**src/rtl/mem_port_arbiter.sv**
```systemverilog
// Two-port memory arbiter: a CPU port and a loader/DMA port share one
// single-cycle data memory. Each granted access runs IDLE -> ACCESS -> DONE,
// with round-robin priority between the ports whenever both request at once.
module mem_port_arbiter #(
    parameter int ADDR_W = 32,
    parameter int DATA_W = 32
) (
    input  logic              clk,
    input  logic              rst,

    input  logic              req0,
    input  logic              we0,
    input  logic [ADDR_W-1:0] addr0,
    input  logic [DATA_W-1:0] wdata0,
    output logic              ack0,
    output logic [DATA_W-1:0] rdata0,

    input  logic              req1,
    input  logic              we1,
    input  logic [ADDR_W-1:0] addr1,
    input  logic [DATA_W-1:0] wdata1,
    output logic              ack1,
    output logic [DATA_W-1:0] rdata1,

    output logic              mem_read,
    output logic              mem_write,
    output logic [ADDR_W-1:0] mem_addr,
    output logic [DATA_W-1:0] mem_wdata,
    input  logic [DATA_W-1:0] mem_rdata,

    output logic              busy
);

    typedef enum logic [1:0] {
        IDLE   = 2'd0,
        ACCESS = 2'd1,
        DONE   = 2'd2
    } state_t;

    state_t              state;
    logic                prio;       // port that wins the next tie
    logic                owner;      // port whose access is in flight
    logic                cmd_we;
    logic [ADDR_W-1:0]   cmd_addr;
    logic [DATA_W-1:0]   cmd_wdata;

    logic                grant_valid;
    logic                grant_port;
    logic                sel_we;
    logic [ADDR_W-1:0]   sel_addr;
    logic [DATA_W-1:0]   sel_wdata;

    // Pick the winning requester and mux its command fields.
    always_comb begin
        grant_valid = req0 | req1;
        grant_port  = (req0 && req1) ? prio : req1;
        sel_we      = grant_port ? we1    : we0;
        sel_addr    = grant_port ? addr1  : addr0;
        sel_wdata   = grant_port ? wdata1 : wdata0;
    end

    // The memory only ever sees the latched command, so requester inputs may
    // change freely once the grant has been taken.
    assign mem_addr  = cmd_addr;
    assign mem_wdata = cmd_wdata;
    assign busy      = (state != IDLE);

    // Arbitration FSM with registered strobes, acks and read-data capture.
    always_ff @(posedge clk or posedge rst) begin
        if (rst) begin
            state     <= IDLE;
            prio      <= 1'b0;
            owner     <= 1'b0;
            cmd_we    <= 1'b0;
            cmd_addr  <= '0;
            cmd_wdata <= '0;
            rdata0    <= '0;
            rdata1    <= '0;
            ack0      <= 1'b0;
            ack1      <= 1'b0;
            mem_read  <= 1'b0;
            mem_write <= 1'b0;
        end else begin
            ack0      <= 1'b0;
            ack1      <= 1'b0;
            mem_read  <= 1'b0;
            mem_write <= 1'b0;
            case (state)
                IDLE: begin
                    if (grant_valid) begin
                        owner     <= grant_port;
                        cmd_we    <= sel_we;
                        cmd_addr  <= sel_addr;
                        cmd_wdata <= sel_wdata;
                        // Strobes are registered so they are high exactly
                        // for the ACCESS cycle.
                        mem_write <= sel_we;
                        mem_read  <= ~sel_we;
                        state     <= ACCESS;
                    end
                end
                ACCESS: begin
                    if (!cmd_we) begin
                        if (owner) begin
                            rdata1 <= mem_rdata;
                        end else begin
                            rdata0 <= mem_rdata;
                        end
                    end
                    ack0  <= ~owner;
                    ack1  <= owner;
                    state <= DONE;
                end
                DONE: begin
                    // Hand the next tie to the port that was just served's peer.
                    prio  <= ~owner;
                    state <= IDLE;
                end
                default: begin
                    state <= IDLE;
                end
            endcase
        end
    end

endmodule

```
**config.mk**
```make
export PLATFORM = sky130hd
export DESIGN_NAME = mem_port_arbiter
export DESIGN_NICKNAME = d
export VERILOG_FILES = /design/src/rtl/mem_port_arbiter.sv
export SDC_FILE = /design/constraint.sdc
export NUM_CORES = 1
export LEC_CHECK = 0
export CELL_PAD_IN_SITES_DETAIL_PLACEMENT = 0
export CELL_PAD_IN_SITES_GLOBAL_PLACEMENT = 1
export CORE_ASPECT_RATIO = 0.9
export CORE_MARGIN = 3
export CORE_UTILIZATION = 32
export CTS_CLUSTER_DIAMETER = 80
export DETAILED_ROUTE_END_ITERATION = 16
export GPL_TIMING_DRIVEN = 0
export PLACE_DENSITY_LB_ADDON = 0.1
export SYNTH_ARGS = -nofsm -noshare
export SYNTH_HDL_FRONTEND = slang
export SYNTH_SLANG_ARGS = --single-unit
```
**constraint.sdc**
```tcl
create_clock -name clk -period 11 [get_ports clk]
set_clock_uncertainty 0.2 [all_clocks]
set_input_delay 2.2 -clock clk [delete_from_list [all_inputs] [get_ports clk]]
set_output_delay 2.2 -clock clk [all_outputs]
set_load 0.02 [all_outputs]
```
# [Yosys cells after proc, flatten, opt, wreduce, memory -nomap -nowiden]
# Index checks and enable logic that the tools add are counted.
[op_classes] eq_ne=3 muxes=12 n_bitwise=4 n_reduce_logical=6
[op_table] op="two-way mux 32 bit" count=2
[op_table] op="two-way mux 1 bit" count=8
[op_table] op="AND reduction 3 bit" count=2
[op_table] op="one-hot mux 2 bit (2 select lines)" count=1
[op_table] op="NOT 1 bit" count=3
[op_table] op="== test 2 x 1 -> 1 bit, second input constant" count=1
[op_table] op="== test 2 bit, second input constant" count=1
[op_table] op="zero test 2 bit" count=1
[op_table] op="two-way mux 2 bit" count=1
[op_table] op="!= test 2 bit, second input constant" count=1
[op_table] op="AND reduction 2 bit" count=1
[op_table] op="nonzero test 2 bit" count=1
[op_table] op="logical AND 1 bit" count=1
[op_table] op="OR 1 bit" count=1
[word_totals] register_bits=137 in_bits=166 output_inout_bits=133 wordCells=37

# [Longest topological paths before layout]
# Gate-level depths: netlist of the first run.
[logic_depth] ltp_word=6 ltp_mapped=6 ltp_nobuf=4

# [Worst setup path after synthesis of the first run]
# No wires, ideal clock.
[synth_path] path_type="in2reg" startpoint="input req1" endpoint="register cmd_wdata[10], in the netlist mem_wdata[10]" setup_ns=0.141 arrival_time_ns=2.974 required_ns=10.659 setup_slack_ns=7.685 path_stages=5 path_buffers=2 path_cell_list="or2_1 buf_4 clkbuf_1 a21oi_1 a31oi_1"
[synth_via] elab_chain_cells=3 word_cells_on_any_way=5
[synth_rtl] item="start: declaration" line="18" text="input logic req1,"
[synth_rtl] item="logical AND 1 bit" line="56" text="grant_port = (req0 && req1) ? prio : req1;"
[synth_rtl] item="two-way mux 1 bit" line="56"
[synth_rtl] item="two-way mux 32 bit" line="59" text="sel_wdata = grant_port ? wdata1 : wdata0;"
[synth_rtl] item="end signal: assignment" line="94" text="cmd_wdata <= sel_wdata;"
[synth_rtl] item="end: declaration" line="45" text="logic [DATA_W-1:0] cmd_wdata;"
# Several ways; a longest one is shown, not always the timed one.
# A chain may end at the register's enable or synchronous reset.

# [Worst setup path in the final report of the first run]
[layout_path] startpoint="register state[0]" endpoint="output busy"
[layout_via] elab_chain_cells=1
[layout_rtl] item="start: declaration" line="40" text="state_t state;"
[layout_rtl] item="start signal: assignment" line="71" text="state <= IDLE;"
[layout_rtl] item="start signal: assignment" line="99" text="state <= ACCESS;"
[layout_rtl] item="start signal: assignment" line="112" text="state <= DONE;"
[layout_rtl] item="nonzero test 2 bit" line="66" text="assign busy = (state != IDLE);"
[layout_rtl] item="end: declaration" line="31" text="output logic busy"
# No other way between the ends.

==> results.md, run 1 <==
Floorplan:
- The chip width is 150 um.
- 299 I/O pins were placed.
- The starting density of the core is 33.1%.
- The die height is 135 um.
- The floorplan step defined a core boundary enclosing 17900 sq um.
- The die covers 20200 sq um.
- The row count is 46.

Pwr:
- The analysis attributes to cell leakage a power of 3.88 nW.
- Across the VDD grid, the largest voltage drop is 0.000102 V.
- Power spread over the standard cell area amounts to 299 nW/um^2.

Layout:
- Relative to the synthesized area, the layout overhead comes to 65.8%.
- Leaving out fill and tap cells, the most frequent cells in the layout are clkdlybuf4s50_1 (298), dfrtp_1 (137), a21oi_1 (66), nand3_1 (65), a31oi_1 (65).
- The final core utilization is 55.0%.
- The number of antenna diodes in the final layout is 0.
- The post-route netlist has 13.8% of its cells at a drive strength greater than 1.
- The library cell used most frequently in the layout, excluding fill and tap cells, is clkdlybuf4s50_1.
- For this run, the post-layout net count is 1022.

Critical path:
- The worst register-to-register path has a depth of 6.
- The endpoint of the lowest-slack register-to-register path is mem_wdata[4]$_DFFE_PP0P_.
- The setup check on the worst reg-to-reg path leaves a slack of 9.07 ns.
- The worst setup path is of the reg -> out kind.
- The kind of start point of the critical path is a flip-flop.
- The worst endpoint required time is 8.60 ns.
- The signal arrival time at the worst endpoint is 2.05 ns.
- Along the worst path, the maximum fanout reaches 10.
- STA classifies the critical path endpoint as a primary output.
- The worst register-to-register path begins at state[0]$_DFFE_PP0P_.

Hold path:
- The startpoint identified for the worst hold timing path is rdata0[20]$_DFFE_PP0P_.
- The capture endpoint of the worst hold path is rdata0[20]$_DFFE_PP0P_.
- The path class of the tightest hold or removal check is reg -> reg.
- Counting instances, the worst hold path has a depth of 1.

Timing:
- The max-slew violation count was 0.
- Derived from the worst setup path, the maximum achievable clock frequency is 225 MHz.
- The final critical-path required period is 4.45 ns.
- Setup repair after global routing left no endpoint under its margin.
- The share of the clock period used by the worst path after layout is 40.4%.
- The remaining max-slew budget at the tightest pin is 60.6%.
- Setup violations remaining at the end of the flow were counted as 0.
- The number of failing hold endpoints at the final stage came to 0.
- In the final timing run, aggregate negative setup slack is 0 ns.
- At the pin with the least slew margin, the transition time is 0.591 ns.
- The setup slack after layout is 6.55 ns.
- On the final layout, the worst hold slack is 0.303 ns.

Clocking:
- The number of buffers on the longest clock path is 2.
- Clock-pin slew was measured on the worst setup and hold paths at 0.06 ns.
- The count of clock tree sinks is 137.
- The post-cts repair resize count is 0.
- The clock latency reported for the late side of the worst-skew pair is 0.41 ns.
- TritonCTS built the clock tree.
- Buffers inserted during clock tree synthesis total 17.
- For this design, the CTS-stage hold fixing added 0 buffers.
- The tree is rooted in a clkbuf_16.
- Once the clock tree was built, the setup fixing pass inserted 0 buffers.
- The number of levels in the clock H-tree is 4.

Global route:
- The first global-routing pass estimated 32.8 mm of wire.
- Global routing used 20.7% of the available tracks across all layers.
- The initial antenna violation count came to 0.
- Entering global routing, the biggest net connects 78 pins.
- The number of global-route vias before repair is 5956.
- Summed over all layers, the global routing overflow is 0.

Logic synthesis:
- The synthesized net count is 704.
- The number of flip-flops and latches in the synthesized netlist is 137.
- The average size of a mapped cell is 11.0 sq um.
- The proportion of synthesized chip area in sequential cells is 57.8%.
- In the synthesized netlist, the number of instances is 538.
- The total number of yosys warnings is 0.
- The number of distinct library cell variants in the gate-level netlist after synthesis is 27.
- The mapped cell area is 5930 sq um.

Detailed routing:
- The remaining design rule violation count is 0.
- The pre-antenna-repair detailed-routing pass consisted of 4 iterations.
- Once detail routing completed, the nets flagged for antenna violations numbered 0.
- In the routed layout, each cell is associated on average with a via count of 5.16.
- In this run, the number of DRC markers left after iteration 0 of detailed routing was 302.
- The average wire length per cell after detail routing is 18.8 um.
- The count of vias placed by the detailed router is 5712.
- For this block, the routed nets add up to 20.8 mm of wire.

Placed design:
- Detailed placement finished with a half-perimeter wire length of 15.5 mm.
- In this run the tool buffered the top-level ports with 298 buffer cells.
- OpenSTA, run right after detailed placement, puts the worst setup slack at 6.85 ns.
- The final weighted congestion in routability-driven placement is 0.862.

Run status:
- The flow ran to the end, and the final reports show no timing, DRC or antenna violations.

Run:
- Across the run, the number of max-cap violations was 0.
## metrics by stage
| step | instances | instance area, sq um | total power, mW |
|---|---|---|---|
| detailed placement | 1077 | 9250 | 2.39 |
| global placement | 1076 | 9220 | 2.36 |
| finish | 1108 | 9840 | 2.95 |
| global route | 1108 | 9840 | 3.12 |
| CTS | 1108 | 9840 | 2.97 |
| floorplan | 538 | 5930 | 1.66 |
## flip-flops by register name, indices dropped and copies added (netlist names)
| signal | count |
|---|---|
| ack0 | 1 |
| ack1 | 1 |
| cmd_we | 1 |
| mem_addr | 32 |
| mem_read | 1 |
| mem_wdata | 32 |
| mem_write | 1 |
| owner | 1 |
| prio | 1 |
| rdata0 | 32 |
| rdata1 | 32 |
| state | 2 |
## final cells by class
class / instances / area [sq um]
fill: 1547 / 8060
sequential: 137 / 3430
tap: 240 / 300
inverter: 5 / 23.8
buffer: 55 / 264
timing repair buffer: 299 / 3010
clock buffer: 21 / 470
multi-input combinational: 341 / 2220
clock inverter: 10 / 119
## cell families after synthesis
group / count (synthesis) / synth area share (%)
compound gates: 198 / 18.1
buf+inv: 60 / 4.77
mux: 64 / 12.1
simple gates: 79 / 7.19
flops: 137 / 57.8
## critical path, cell delays in order (launching register included)
cell and delay (ns):
dfrtp_1 0.42, nor2_1 0.26, buf_2 0.31, inv_1 0.09, clkdlybuf4s50_1 0.57
## layer usage
layer	vias up	share of wire (%)	global-route usage, %
li1	2627	-	-
met1	2778	40	26.1
met2	274	49	33.7
met3	33	9.6	6.86
met4	0	2.1	6.71
met5	-	0	0
## power breakdown
group	switching [mW]	total, mW	internal (mW)
registers	0.141	0.901	0.760
logic	0.763	1.47	0.711
clock network	0.218	0.570	0.351
## synthesized netlist by cell type
library cell | instances | share of area (%)
dfrtp_1 | 137 | 58
a21oi_1 | 66 | 5.6
a31oi_1 | 65 | 6.9
nand3_1 | 65 | 5.5
mux2_2 | 62 | 12
o21ai_0 | 60 | 5.1
clkbuf_1 | 33 | 2.1
buf_2 | 13 | 1.1
o21ai_1 | 6 | 0.51
buf_4 | 5 | 0.63
buf_6 | 3 | 0.57
inv_1 | 3 | 0.19
inv_2 | 2 | 0.13
mux2_1 | 2 | 0.38
nand2_1 | 2 | 0.13
nand2b_1 | 2 | 0.21
nor2_1 | 2 | 0.13
a21o_1 | 1 | 0.13
and2_1 | 1 | 0.11
and2b_1 | 1 | 0.13
and3_1 | 1 | 0.11
buf_1 | 1 | 0.063
nand2b_4 | 1 | 0.23
nor3_1 | 1 | 0.084
nor3_2 | 1 | 0.17
nor3b_4 | 1 | 0.32
or2_1 | 1 | 0.11
## worst max-delay path by stage
| stage | startpoint | endpoint | slack, ns | depth (start not counted) |
|---|---|---|---|---|
| 2_1_floorplan | rst | ack0$_DFF_PP0_ | 4.93 | 1 |
| 3_3_place_gp | rst | mem_addr[15]$_DFFE_PP0P_ | 2.99 | 2 |
| 3_5_place_dp | req1 | mem_wdata[9]$_DFFE_PP0P_ | 6.85 | 5 |
| 4_1_cts | state[0]$_DFFE_PP0P_ | busy | 6.51 | 4 |
| 5_1_grt | state[0]$_DFFE_PP0P_ | busy | 6.43 | 4 |
| 6_report | state[0]$_DFFE_PP0P_ | busy | 6.55 | 4 |
Note: power is estimated with default switching activity, not from simulation.
==> inputs of run 2 (changes only) <==
CORE_UTILIZATION = 30   (was 32)
clock period = 4.3 ns   (was 11 ns; I/O delays follow)
==> run 2 against run 1 <==
Against the previous run:
- sequential cell count stayed put
- first-iteration DRC count is 18% lower
- non-clock buffer count is 2 higher
- clock power grew to 2.8 times the previous value
- via count hardly changed
- total power grew to 2.6 times the previous value
- routed wire length is 1.6% higher
- register-to-register slack worse by 6.7 ns
- largest power group unchanged
==> results.md, run 2 (synthesized netlist as in run 1, its figures left out) <==
Run status:
- The run finished with clean final reports.

Clocking:
- The tree is rooted in a clkbuf_16.
- The H-tree generated during clock tree synthesis spans 4 levels.
- The post-cts hold buffer count is 0.
- The total CTS buffers is 17.
- The clock net in this run drives a total of 137 sinks.
- For the worst-skew pair, the clock arrives at the later sink with an insertion delay of 0.41 ns.
- Counting along the longest clock path gives a buffer depth of 2.
- Clock-pin slew was measured on the worst setup and hold paths at 0.06 ns.
- Post-CTS repair changed the size of 0 cells.
- TritonCTS built the clock tree.
- The number of buffers inserted to repair setup after CTS is 0.

Pwr:
- The leakage power is 3.92 nW.
- The power per unit of standard cell area is 775 nW/um^2.
- The maximum vdd drop is 0.000254 V.
- The overall power after layout is 7.71 mW.

Floorplan:
- In this run the standard cell core region covers 19300 sq um.
- The row count is 48.
- For this design the top-level I/O count stands at 299.
- The area of the die is 21500 sq um.
- The die height is 139 um.
- For this configuration, the core starts out at a cell density of 30.8%.
- From left edge to right edge, the die measures 154 um.

Timing:
- Of the available clock period, the critical path in the final layout requires 72.0%.
- The highest achievable clock rate is 323 MHz.
- The actual slew at the worst max-slew pin is 0.587 ns.
- The max-slew violation count is 0.
- The remaining max-slew budget at the tightest pin is 60.8%.
- The final total negative setup slack is 0 ns.
- The final critical-path required period is 3.10 ns.
- Setup violations remaining at the end of the flow were counted as 0.
- The number of failing hold endpoints at the final stage is 0.
- Setup repair after global routing left no endpoint under its margin.

Critical path:
- The startpoint identified for the worst register-to-register timing path is state[0]$_DFFE_PP0P_.
- The signal on the critical path passes through nor2_1 > buf_2 > inv_1 > clkdlybuf4s50_1.
- STA classifies the critical path endpoint as a primary output.
- The signal arrival time at the worst endpoint is 2.04 ns.
- The setup slack of the worst register-to-register path is 2.41 ns.
- The maximum net fanout on the critical path is 10.
- For the worst flop-to-flop path, the logic depth is 6.
- The worst setup path category is reg -> out.
- The largest single stage delay on the critical path is 0.56 ns.
- At the worst endpoint, the required time is 3.24 ns.
- The worst setup path is launched from a flip-flop.
- The slowest cell on the critical path is clkdlybuf4s50_1.
- The endpoint of the lowest-slack register-to-register path is mem_addr[14]$_DFFE_PP0P_.

Placed design:
- The post-detailed-placement half-perimeter wirelength is 15.9 mm.
- At the end of routability-driven placement, the weighted congestion stood at 0.815.
- The count of buffers inserted at the top-level ports is 298.

Global route:
- Global routing finished with a remaining overflow of 0.
- Entering global routing, the biggest net connects 42 pins.
- The all-layer global routing usage is 19.5%.
- The number of global-route vias before repair is 5972.
- The initial antenna violation count is 0.
- The first global-routing pass estimated 33.1 mm of wire.

Hold path:
- The startpoint of the tightest hold check path is rdata0[31]$_DFFE_PP0P_.
- Along the worst hold path, the cell count comes to 1.
- For hold timing, the worst endpoint is rdata0[31]$_DFFE_PP0P_.
- The path class of the tightest hold or removal check is reg -> reg.

Detailed routing:
- The routed via count divided by cell count is 5.10.
- The first routing iteration left 247 violations.
- The count of nets left with antenna violations once routing finished came out at 0.
- Dividing the detail-routed wire length by the instance count gives 18.9 um.
- The first-pass iteration count of the detailed router is 4.
- The remaining design rule violation count is 0.
- The count of vias placed by the detailed router is 5713.
- The final layout contains routed wiring with a total length of 21.2 mm.

Layout:
- The most common cell after layout, fill and taps aside is clkdlybuf4s50_1.
- The final layout contains 1024 nets.
- The area growth from synthesis to final layout is 67.8%.
- The layout cell share with drive strength beyond 1 is 14.1%.
- The repair_antennas step left the layout with diodes totalling 0.
- In the layout the commonest cells are clkdlybuf4s50_1 (298), dfrtp_1 (137), a21oi_1 (66), nand3_1 (65), a31oi_1 (65).

Run:
- The max-capacitance violation count is 0.
run 2: power by group:
group	internal (mW)	total [mW]	switching, mW
logic	1.82	3.78	1.96
registers	1.94	2.30	0.360
clock network	1.05	1.62	0.573
total	4.82	7.71	2.89
run 2: per-stage QoR:
step                setup WS (ns)  area (sq um)  hold WS, ns  instances  utilization [%]
finish                       1.20          9950        0.287       1121             51.6
global route                 1.09          9950        0.313       1121             51.6
CTS                          1.15          9950        0.299       1121             51.6
detailed placement           1.48          9290        0.282       1089             48.2
global placement            0.229          9230        0.267       1086             47.9
floorplan                    1.53          5940        0.254        538                -
run 2: worst max path at each step:
stage	depth (start not counted)	endpoint	from	slack, ns
CTS	4	busy	state[0]$_DFFE_PP0P_	1.15
floorplan	1	ack0$_DFF_PP0_	rst	1.53
detailed placement	5	mem_wdata[9]$_DFFE_PP0P_	req1	1.48
global route	4	busy	state[0]$_DFFE_PP0P_	1.09
global placement	2	mem_addr[14]$_DFFE_PP0P_	rst	0.23
finish	4	busy	state[0]$_DFFE_PP0P_	1.20
run 2: cell type report:
type	count	area (sq um)
Fill cell	1716	9320
Sequential cell	137	3430
Timing Repair Buffer	301	3040
Multi-Input combinational cell	341	2220
Clock buffer	19	443
Tap cell	250	313
Buffer	55	264
Clock inverter	13	219
Inverter	5	22.5
run 2: critical path, delay by kind of cell, from the launching register on:
family / cells / cell delay (ns)
simple gates: 1 / 0.27
flops: 1 / 0.42
buf+inv: 3 / 0.94
run 2: routing by layer:
layer	share of wire, %	global-route usage, %	vias to the layer above
met5	0	0	-
li1	-	-	2621
met1	41	24.8	2799
met3	9.1	6.50	35
met2	47	30.7	258
met4	2.8	7.57	0
==> inputs of run 3 (changes only) <==
CORE_UTILIZATION = 27   (was 30)
clock period = 2.6 ns   (was 4.3 ns; I/O delays follow)
==> run 3 against run 2 <==
Against the previous run:
- via count fell by 1.3%
- cell count rose by 3.2%
- die area rose by 11%
- global-route usage fell by 1.7 points
- count of clock-buffer cells in the layout fell by 1
==> results.md, run 3 (synthesized netlist as in run 1, its figures left out) <==
Placed design:
- At the end of routability-driven placement, the weighted congestion stood at 0.841.
- The cell area reported after detailed placement is 9340 sq um.
- Detailed placement ended at an HPWL of 16.2 mm.
- The count of buffers inserted at the top-level ports is 298.

Floorplan:
- Measured along the y axis, the die boundary spans 147 um.
- From left edge to right edge, the die measures 162 um.
- The core region is 21200 sq um.
- The row count is 50.
- The die covers 23800 sq um.
- The starting density of the core is 28.0%.
- The count of boundary I/O pins is 299.

Layout:
- Fill cells in the final layout number 1949.
- The multi-input combinational cells in the finished layout cover a total of 2220 sq um.
- For this run, the post-layout net count is 1024.
- The number of antenna diodes in the final layout is 0.
- Summing all non-filler instances in the final layout gives an area of 9900 sq um.
- Compared with the post-synthesis result, the final layout area differs by 66.8%.
- The top cell types in the final layout, fill and taps aside, are clkdlybuf4s50_1 (297), dfrtp_1 (137), a21oi_1 (66), nand3_1 (65), a31oi_1 (65).
- In the final layout, the share of cells above drive strength 1 is 14.2%.
- The library cell used most frequently in the layout, excluding fill and tap cells, is clkdlybuf4s50_1.
- The area taken by flip-flops and latches is 3430 sq um.

Global route:
- The initial antenna violation count is 0.
- Entering global routing, the biggest net connects 37 pins.
- The first global-routing pass estimated 33.4 mm of wire.
- The all-layer global routing usage is 17.7%.
- The number of global-route vias before repair came to 5894.
- Global routing finished with a remaining overflow of 0.

Detailed routing:
- The first TritonRoute pass finished after 5 iterations.
- The post-route antenna net violation count is 0.
- Summing over every cut layer, the via total after detailed routing is 5637.
- The aggregate routed wire length is 21.3 mm.
- After detailed routing, the number of remaining DRC violations is 0.
- Dividing the detail-routed via count by the number of cells gives 4.87.
- The starting DRC count in detailed routing is 179.
- In the final routed layout, each cell accounts on average for 18.4 um.

Clocking:
- Clock latency on the worst-skew pair, taken at its later pin, is 0.41 ns.
- The number of levels in the clock H-tree is 4.
- The clock net in this run drives a total of 137 sinks.
- The cell sitting at the root of the clock tree is a clkbuf_16.
- The clock slew at the register clock pins of the worst setup and hold paths is 0.07 ns.
- The clock tree from TritonCTS is yes.
- The total CTS buffers is 17.
- The number of buffers on the longest clock path is 2.
- The number of setup buffers added after CTS is 0.
- The post-cts hold buffer count is 0.

Pwr:
- The net switching power is 4.87 mW.
- Of the total power, the share spent switching nets is 39.4%.
- Sequential cells account for 30.9% of the total power.
- The share of total power dissipated in combinational logic is 50.6%.
- The internal power of the cells totals 7.49 mW.
- In this run, the clock network consumes 18.5% of the power.
- The leakage power is 3.88 nW.
- For this design the ratio of total power to cell area is 1250 nW/um^2.
- The overall power after layout is 12.4 mW.
- Across the VDD grid, the largest voltage drop is 0.000614 V.

Critical path:
- The cell depth of the worst flop-to-flop path is 4.
- The maximum net fanout on the critical path is 10.
- The worst endpoint required time is 1.88 ns.
- STA classifies the critical path endpoint as a primary output.
- At the worst endpoint, the arrival time is 1.71 ns.
- STA classifies the critical path startpoint as a flip-flop.
- The worst setup path is of the reg -> out kind.

Timing:
- Setup violations remaining at the end of the flow were counted as 0.
- The final critical-path required period is 2.43 ns.
- The final total negative setup slack is 0 ns.
- Setup repair after global routing left no endpoint under its margin.
- The actual slew at the worst max-slew pin is 0.770 ns.
- Based on the critical path, the design can be clocked at up to 412 MHz.
- The number of failing hold endpoints at the final stage is 0.
- In the finished design, the share of the clock period the worst path needs comes to 93.4%.
- In this run the tightest slew margin relative to its limit is 48.6%.
- The max-slew violation count is 0.

Hold path:
- The path type of the worst min-delay path is reg -> reg.
- Counting instances, the worst hold path has a depth of 1.

Run status:
- The flow ran to the end, and the final reports show no timing, DRC or antenna violations.

Run:
- The tool flagged a number of max-cap violations equal to 0.
==> run 3: stage by stage <==
stage	std cells	util, %	worst slack, ns	hold WS [ns]
detailed placement	1125	44.0	0.111	0.280
floorplan	538	-	0.173	0.254
global route	1157	46.7	0.103	0.319
CTS	1157	46.7	0.143	0.301
global placement	1122	43.7	-1.11	0.270
finish	1157	46.7	0.173	0.291
==> run 3: worst paths after layout <==
path	startpoint	endpoint	slack, ns
worst max-delay path	state[0]$_DFFE_PP0P_	busy	0.17
worst min-delay path	rdata0[20]$_DFFE_PP0P_	rdata0[20]$_DFFE_PP0P_	0.29
max in group asynchronous	rst	rdata0[30]$_DFFE_PP0P_	0.93
min in group asynchronous	rst	rdata0[18]$_DFFE_PP0P_	0.38
worst min register to register	rdata0[20]$_DFFE_PP0P_	rdata0[20]$_DFFE_PP0P_	0.29
worst max register to register	state[1]$_DFFE_PP0P_	rdata0[9]$_DFFE_PP0P_	0.70
==> run 3: cell type report <==
class,count,area share [%]
clock inverters,14,1.28
multi-input cells,341,22.5
repair buffers,301,30.7
well taps,286,3.62
inverters,5,0.228
flip-flops and latches,137,34.6
plain buffers,55,2.69
clock buffers,18,4.34
==> run 3: power by group through the flow <==
stage          clock network [mW]  logic (mW)  registers [mW]
2_1_floorplan                   0        1.98            5.04
3_3_place_gp                    0        6.26            3.81
3_5_place_dp                    0        6.33            3.83
4_1_cts                      2.34        6.33            3.83
5_1_grt                      2.45        6.69            3.96
6_report                     2.29        6.25            3.82
==> run 3: what timing repair did <==
action                                 CTS  global route
setup endpoints to repair                1             0
endpoints found under the hold margin    0             0
resized for setup                        3             0
==> run 3: critical path, cell delays in order, from the launching register on <==
cell and delay [ns]:
dfrtp_1 0.43, nor2_2 0.23, buf_4 0.23, inv_1 0.07, dlygate4sd2_1 0.33
==> run 3: layer usage <==
metal	vias to the layer above	GRT usage [%]	wire length [um]
met5	-	0	0
met4	0	5.07	380
met3	23	7.09	1890
li1	2630	-	-
met1	2737	22.3	8990
met2	247	28.2	10000
